==> src/rtl/pcpi_issue_ctrl.sv <==
// PCPI initiator: issues one coprocessor instruction at a time and
// returns result plus OK/ILLEGAL/TIMEOUT status on a valid/ready port.
module pcpi_issue_ctrl #(
  parameter int ACK_TIMEOUT = 16,
  parameter int BUSY_LIMIT  = 1024,
  parameter int CNT_W       = 11
) (
  input  logic        clk,
  input  logic        rst,
  input  logic        req_valid,
  output logic        req_ready,
  input  logic [31:0] req_insn,
  input  logic [31:0] req_rs1,
  input  logic [31:0] req_rs2,
  output logic        pcpi_valid,
  output logic [31:0] pcpi_insn,
  output logic [31:0] pcpi_rs1,
  output logic [31:0] pcpi_rs2,
  input  logic        pcpi_wr,
  input  logic [31:0] pcpi_rd,
  input  logic        pcpi_wait,
  input  logic        pcpi_ready,
  output logic        rsp_valid,
  input  logic        rsp_ready,
  output logic [31:0] rsp_data,
  output logic        rsp_wr,
  output logic [1:0]  rsp_status
);

  typedef enum logic [1:0] {
    IDLE,
    ISSUE,
    RESP
  } state_e;

  localparam logic [1:0] ST_OK  = 2'd0;
  localparam logic [1:0] ST_ILL = 2'd1;
  localparam logic [1:0] ST_TMO = 2'd2;

  localparam logic [CNT_W-1:0] ACK_LAST  = CNT_W'(ACK_TIMEOUT - 1);
  localparam logic [CNT_W-1:0] BUSY_LAST = CNT_W'(BUSY_LIMIT - 1);
  localparam logic [CNT_W-1:0] CNT_MAX   = {CNT_W{1'b1}};

  generate
    if (ACK_TIMEOUT < 1 || ACK_TIMEOUT >= BUSY_LIMIT
        || (2 ** CNT_W) <= BUSY_LIMIT) begin : g_bad_params
      $error("pcpi_issue_ctrl: bad ACK_TIMEOUT/BUSY_LIMIT/CNT_W");
    end
  endgenerate

  state_e            state_q, state_d;
  logic              valid_q, valid_d;
  logic [31:0]       insn_q, insn_d;
  logic [31:0]       rs1_q, rs1_d;
  logic [31:0]       rs2_q, rs2_d;
  logic [CNT_W-1:0]  ack_cnt_q, ack_cnt_d;
  logic [CNT_W-1:0]  busy_cnt_q, busy_cnt_d;
  logic              acked_q, acked_d;
  logic [31:0]       data_q, data_d;
  logic              wr_q, wr_d;
  logic [1:0]        status_q, status_d;

  logic ack_expired;
  logic busy_expired;

  assign ack_expired  = !acked_q && (ack_cnt_q == ACK_LAST)
                        && !pcpi_wait;
  assign busy_expired = acked_q && (busy_cnt_q == BUSY_LAST);

  always_comb begin
    state_d    = state_q;
    valid_d    = valid_q;
    insn_d     = insn_q;
    rs1_d      = rs1_q;
    rs2_d      = rs2_q;
    ack_cnt_d  = ack_cnt_q;
    busy_cnt_d = busy_cnt_q;
    acked_d    = acked_q;
    data_d     = data_q;
    wr_d       = wr_q;
    status_d   = status_q;

    unique case (state_q)
      IDLE: begin
        if (req_valid) begin
          insn_d     = req_insn;
          rs1_d      = req_rs1;
          rs2_d      = req_rs2;
          valid_d    = 1'b1;
          ack_cnt_d  = '0;
          busy_cnt_d = '0;
          acked_d    = 1'b0;
          state_d    = ISSUE;
        end
      end

      ISSUE: begin
        if (busy_cnt_q != CNT_MAX) begin
          busy_cnt_d = busy_cnt_q + 1'b1;
        end
        if (!acked_q && ack_cnt_q != CNT_MAX) begin
          ack_cnt_d = ack_cnt_q + 1'b1;
        end
        if (pcpi_wait || pcpi_ready) begin
          acked_d = 1'b1;
        end

        // valid drops on the ready edge so the responder cannot restart
        if (pcpi_ready) begin
          data_d   = pcpi_wr ? pcpi_rd : 32'd0;
          wr_d     = pcpi_wr;
          status_d = ST_OK;
          valid_d  = 1'b0;
          state_d  = RESP;
        end else if (ack_expired) begin
          data_d   = 32'd0;
          wr_d     = 1'b0;
          status_d = ST_ILL;
          valid_d  = 1'b0;
          state_d  = RESP;
        end else if (busy_expired) begin
          data_d   = 32'd0;
          wr_d     = 1'b0;
          status_d = ST_TMO;
          valid_d  = 1'b0;
          state_d  = RESP;
        end
      end

      RESP: begin
        if (rsp_ready) begin
          state_d = IDLE;
        end
      end

      default: begin
        state_d = IDLE;
        valid_d = 1'b0;
      end
    endcase
  end

  always_ff @(posedge clk or posedge rst) begin
    if (rst) begin
      state_q    <= IDLE;
      valid_q    <= 1'b0;
      insn_q     <= '0;
      rs1_q      <= '0;
      rs2_q      <= '0;
      ack_cnt_q  <= '0;
      busy_cnt_q <= '0;
      acked_q    <= 1'b0;
      data_q     <= '0;
      wr_q       <= 1'b0;
      status_q   <= ST_OK;
    end else begin
      state_q    <= state_d;
      valid_q    <= valid_d;
      insn_q     <= insn_d;
      rs1_q      <= rs1_d;
      rs2_q      <= rs2_d;
      ack_cnt_q  <= ack_cnt_d;
      busy_cnt_q <= busy_cnt_d;
      acked_q    <= acked_d;
      data_q     <= data_d;
      wr_q       <= wr_d;
      status_q   <= status_d;
    end
  end

  assign req_ready  = (state_q == IDLE) && !rst;
  assign pcpi_valid = valid_q;
  assign pcpi_insn  = insn_q;
  assign pcpi_rs1   = rs1_q;
  assign pcpi_rs2   = rs2_q;
  assign rsp_valid  = (state_q == RESP);
  assign rsp_data   = data_q;
  assign rsp_wr     = wr_q;
  assign rsp_status = status_q;

endmodule

==> config.mk <==
export PLATFORM = sky130hd
export DESIGN_NAME = pcpi_issue_ctrl
export DESIGN_NICKNAME = d
export VERILOG_FILES = /design/src/rtl/pcpi_issue_ctrl.sv
export SDC_FILE = /design/constraint.sdc
export NUM_CORES = 1
export LEC_CHECK = 0
export CORE_AREA = 10 10 140 142
export DETAILED_ROUTE_END_ITERATION = 8
export DIE_AREA = 0 0 150 152
export PLACE_DENSITY = 0.75
export SYNTH_ARGS = -nofsm -noshare
export SYNTH_HDL_FRONTEND = slang
export SYNTH_SLANG_ARGS = --single-unit
==> constraint.sdc <==
create_clock -name clk -period 5.6 [get_ports clk]
set_input_delay 1.12 -clock clk [delete_from_list [all_inputs] [get_ports clk]]
set_output_delay 1.12 -clock clk [all_outputs]
set_load 0.03 [all_outputs]
==> impl_metrics.json <==
{
  "status": "completed",
  "dp_hpwl_mm": 13.7,
  "min_path_type": "reg2reg",
  "core_area_mm2": 0.0169,
  "relSlewSlack_pct": 39.2,
  "period_share_pct": 64.2,
  "ys.flop_type": "dfrtp_1",
  "routed_wl_mm": 19.1,
  "fill_cells": 1468,
  "grt_pass1_wl_mm": 30.5,
  "worst_slew_pin_slew_ps": 912,
  "critPathArrivalTime_ps": 2470,
  "rr_startpoint": "state_q[0]$_DFFE_PP0P_",
  "cts_resized": 0,
  "r2r_cells": 5,
  "hold_viol_final": 0,
  "io_buffers": 268,
  "critical_path.max_stage_delay_ps": 700,
  "grt_start_max_net_pins": 104,
  "ctsHtreeMaxLevel": 4,
  "crit_chain": "clkdlybuf4s50_1 -> nor3_1 -> clkdlybuf4s50_1",
  "synth.avg_cell_area_um2": 9.81,
  "initialDrtViolationCount": 414,
  "wl_per_cell_um": 16.8,
  "p_total_w": 0.00601,
  "critPathRequiredTime_ps": 4480,
  "postRouteAntennaNets": 0,
  "cts_sinks": 157,
  "min_to": "pcpi_rs2[21]$_DFFE_PP0P_",
  "reg2reg_slack_ps": 3250,
  "whs_ps": 470,
  "endpoint_kind": "output port",
  "synth_edf_count": 0,
  "rsz0062_at_grt": "false",
  "place_congestion": 0.780,
  "initial_core_util_pct": 37.1,
  "insertion_delay_ps": 420,
  "cts-root-buf": "clkbuf_16",
  "drc": 0,
  "period_needed_ps": 3590,
  "cp_max_fo": 2,
  "path_common_cell": "clkdlybuf4s50_1",
  "crit_cells": 3,
  "place_worst_setup_slack_ps": 2010,
  "start_kind": "input pin",
  "cts_buffer_depth": 2,
  "worstHoldStart": "pcpi_rs2[21]$_DFFE_PP0P_",
  "netlist-cell-type-count": 48,
  "r2r_end": "pcpi_rs2[12]$_DFFE_PP0P_",
  "synthCells": 641,
  "clk_pin_slew_worst_paths_ps": 60,
  "vias": 5401,
  "synthesis.nets": 778,
  "critPathKind": "in2out",
  "setup_violations": 0,
  "antenna_found_initial": 0,
  "grt.total_usage_pct": 16.6,
  "max_cap_violations": 0,
  "synthArstFlopShare_pct": 100,
  "ctsHoldBuffers": 0,
  "setup_slack_ps": 2010,
  "placementRows": 48,
  "routed_via_density": 4.74,
  "die-area_mm2": 0.0228,
  "die_w_um": 150,
  "timing.critical_path.buf_inv": 2,
  "timing.fmax_mhz": 278,
  "num_antenna_cells": 0,
  "startpoint": "rst",
  "drv_slew": 0,
  "grt_pass1_vias": 5642,
  "setup_tns_ps": 0,
  "cts_tree": "yes",
  "powerDensity_mw_per_mm2": 615,
  "final_nets": 1038,
  "p_leak_nw": 4.55,
  "ys_ff_latch": 157,
  "synth_top_cell_by_area": "dfrtp_1",
  "crit_slowest_cell": "clkdlybuf4s50_1",
  "synth_area_leaders": "dfrtp_1, nand2_1, a22o_1",
  "ys_seq_area_share_pct": 62.5,
  "yosysTopAreaCellShare_pct": 62.5,
  "cts_buffers": 17,
  "irDropWorstVdd_mv": 0.344,
  "fin_skew_ps": 7.52,
  "grt_remaining_overflow": 0,
  "firstDrtPassIters": 4,
  "post-route-util_pct": 57.7,
  "post_cts_buffers": 0,
  "num_io_pins": 269,
  "yosysWarningCount": 0,
  "drive_above_1_share_pct": 5.14,
  "hold_depth": 2,
  "netlist_area_mm2": 0.00629,
  "die_h_um": 152,
  "critPathTopFamily": "buffers and inverters",
  "area_growth_pct": 55.4
}
synth_stat cells, types with 2 or more instances:
cell	instances
ha_1	2
mux2i_1	3
a22o_1	32
and2_1	2
nor3_1	8
and3_1	5
o2111ai_1	2
o31ai_1	7
nor2_1	10
buf_4	4
dfrtp_1	157
buf_2	15
or3_1	3
a211oi_1	2
clkbuf_1	14
nand4_2	2
nor4_2	2
o211ai_1	3
nor4_1	3
nand4_1	4
a21oi_1	11
nand3_1	8
o21ai_0	7
inv_1	6
o21a_1	2
nand2_1	302
or4_1	4
final cells by class:
class | instances | area, um^2 | share of cell area, %
Multi-Input combinational cell | 445 | 2190 | 22.4
Timing Repair Buffer | 274 | 2730 | 27.9
Sequential cell | 157 | 3930 | 40.2
Tap cell | 225 | 282 | 2.88
Inverter | 6 | 27.5 | 0.282
Clock inverter | 11 | 155 | 1.59
Clock buffer | 21 | 460 | 4.71
placed cells by master, fill, tap and decap left out, types with 3 or more instances in the layout:
cell type / instances
dfrtp_1: 157
inv_1: 5
clkdlybuf4s50_1: 268
a21oi_1: 11
or4_1: 4
nand2_1: 301
or3_1: 3
buf_4: 6
a22o_1: 32
nor3_1: 8
bufinv_16: 3
nor2_1: 10
nand3_1: 8
nor4_1: 3
o31ai_1: 7
clkbuf_16: 17
o21ai_0: 7
and3_1: 5
o211ai_1: 3
nand4_1: 4
clkinvlp_4: 4
mux2i_1: 3
inv_6: 5
power breakdown:
| group | switching, W | internal (W) |
|---|---|---|
| clock | 0.000472 | 0.000731 |
| combinational | 0.00175 | 0.00115 |
| sequential | 0.000288 | 0.00162 |
| total | 0.00251 | 0.00350 |
how the worst max path moves through the flow:
| stage | endpoint | slack [ps] |
|---|---|---|
| floorplan | ack_cnt_q[0]$_DFFE_PP0P_ | 250 |
| global placement | req_ready | 2010 |
| detailed placement | req_ready | 2010 |
| CTS | req_ready | 2000 |
| global route | req_ready | 1930 |
| finish | req_ready | 2010 |
routing by layer:
metal,wire (um),vias up,GRT usage [%]
met4,221,0,4.77
li1,-,2646,-
met5,0,-,0
met2,8800,196,25.8
met1,8000,2544,20.0
met3,2100,15,7.93
stage by stage:
stage	instance area, um^2	cells
finish	9770	1139
global route	9770	1139
CTS	9770	1139
detailed placement	9160	1107
global placement	9160	1107
floorplan	6290	641
state kept, by name, summed over array words and instances, names as in the netlist:
| register | flops |
|---|---|
| pcpi_rs1 | 32 |
| pcpi_insn | 32 |
| busy_cnt_q | 11 |
| state_q | 2 |
| rsp_wr | 1 |
| rsp_status | 2 |
| acked_q | 1 |
| rsp_data | 32 |
| pcpi_rs2 | 32 |
| ack_cnt_q | 11 |
| pcpi_valid | 1 |
worst register-to-register path, stage by stage (launching register included):
cell     delay, ps
dfrtp_1        550
nor2_1         310
and2_4         670
buf_4          560
nand2_1        130
nand2_1         80
logic make-up (layout without fill, tap and decap cells):
| logic type | Yosys count | after routing | synth area share, % |
|---|---|---|---|
| buf+inv | 39 | 312 | 2.86 |
| xor+xnor | 2 | 2 | 0.279 |
| flops | 157 | 157 | 62.5 |
| mux | 3 | 3 | 0.477 |
| simple gates | 361 | 361 | 24.0 |
| compound gates | 77 | 77 | 9.55 |
| fa+ha+maj | 2 | 2 | 0.398 |
Note: power is estimated with default switching activity, not from simulation.
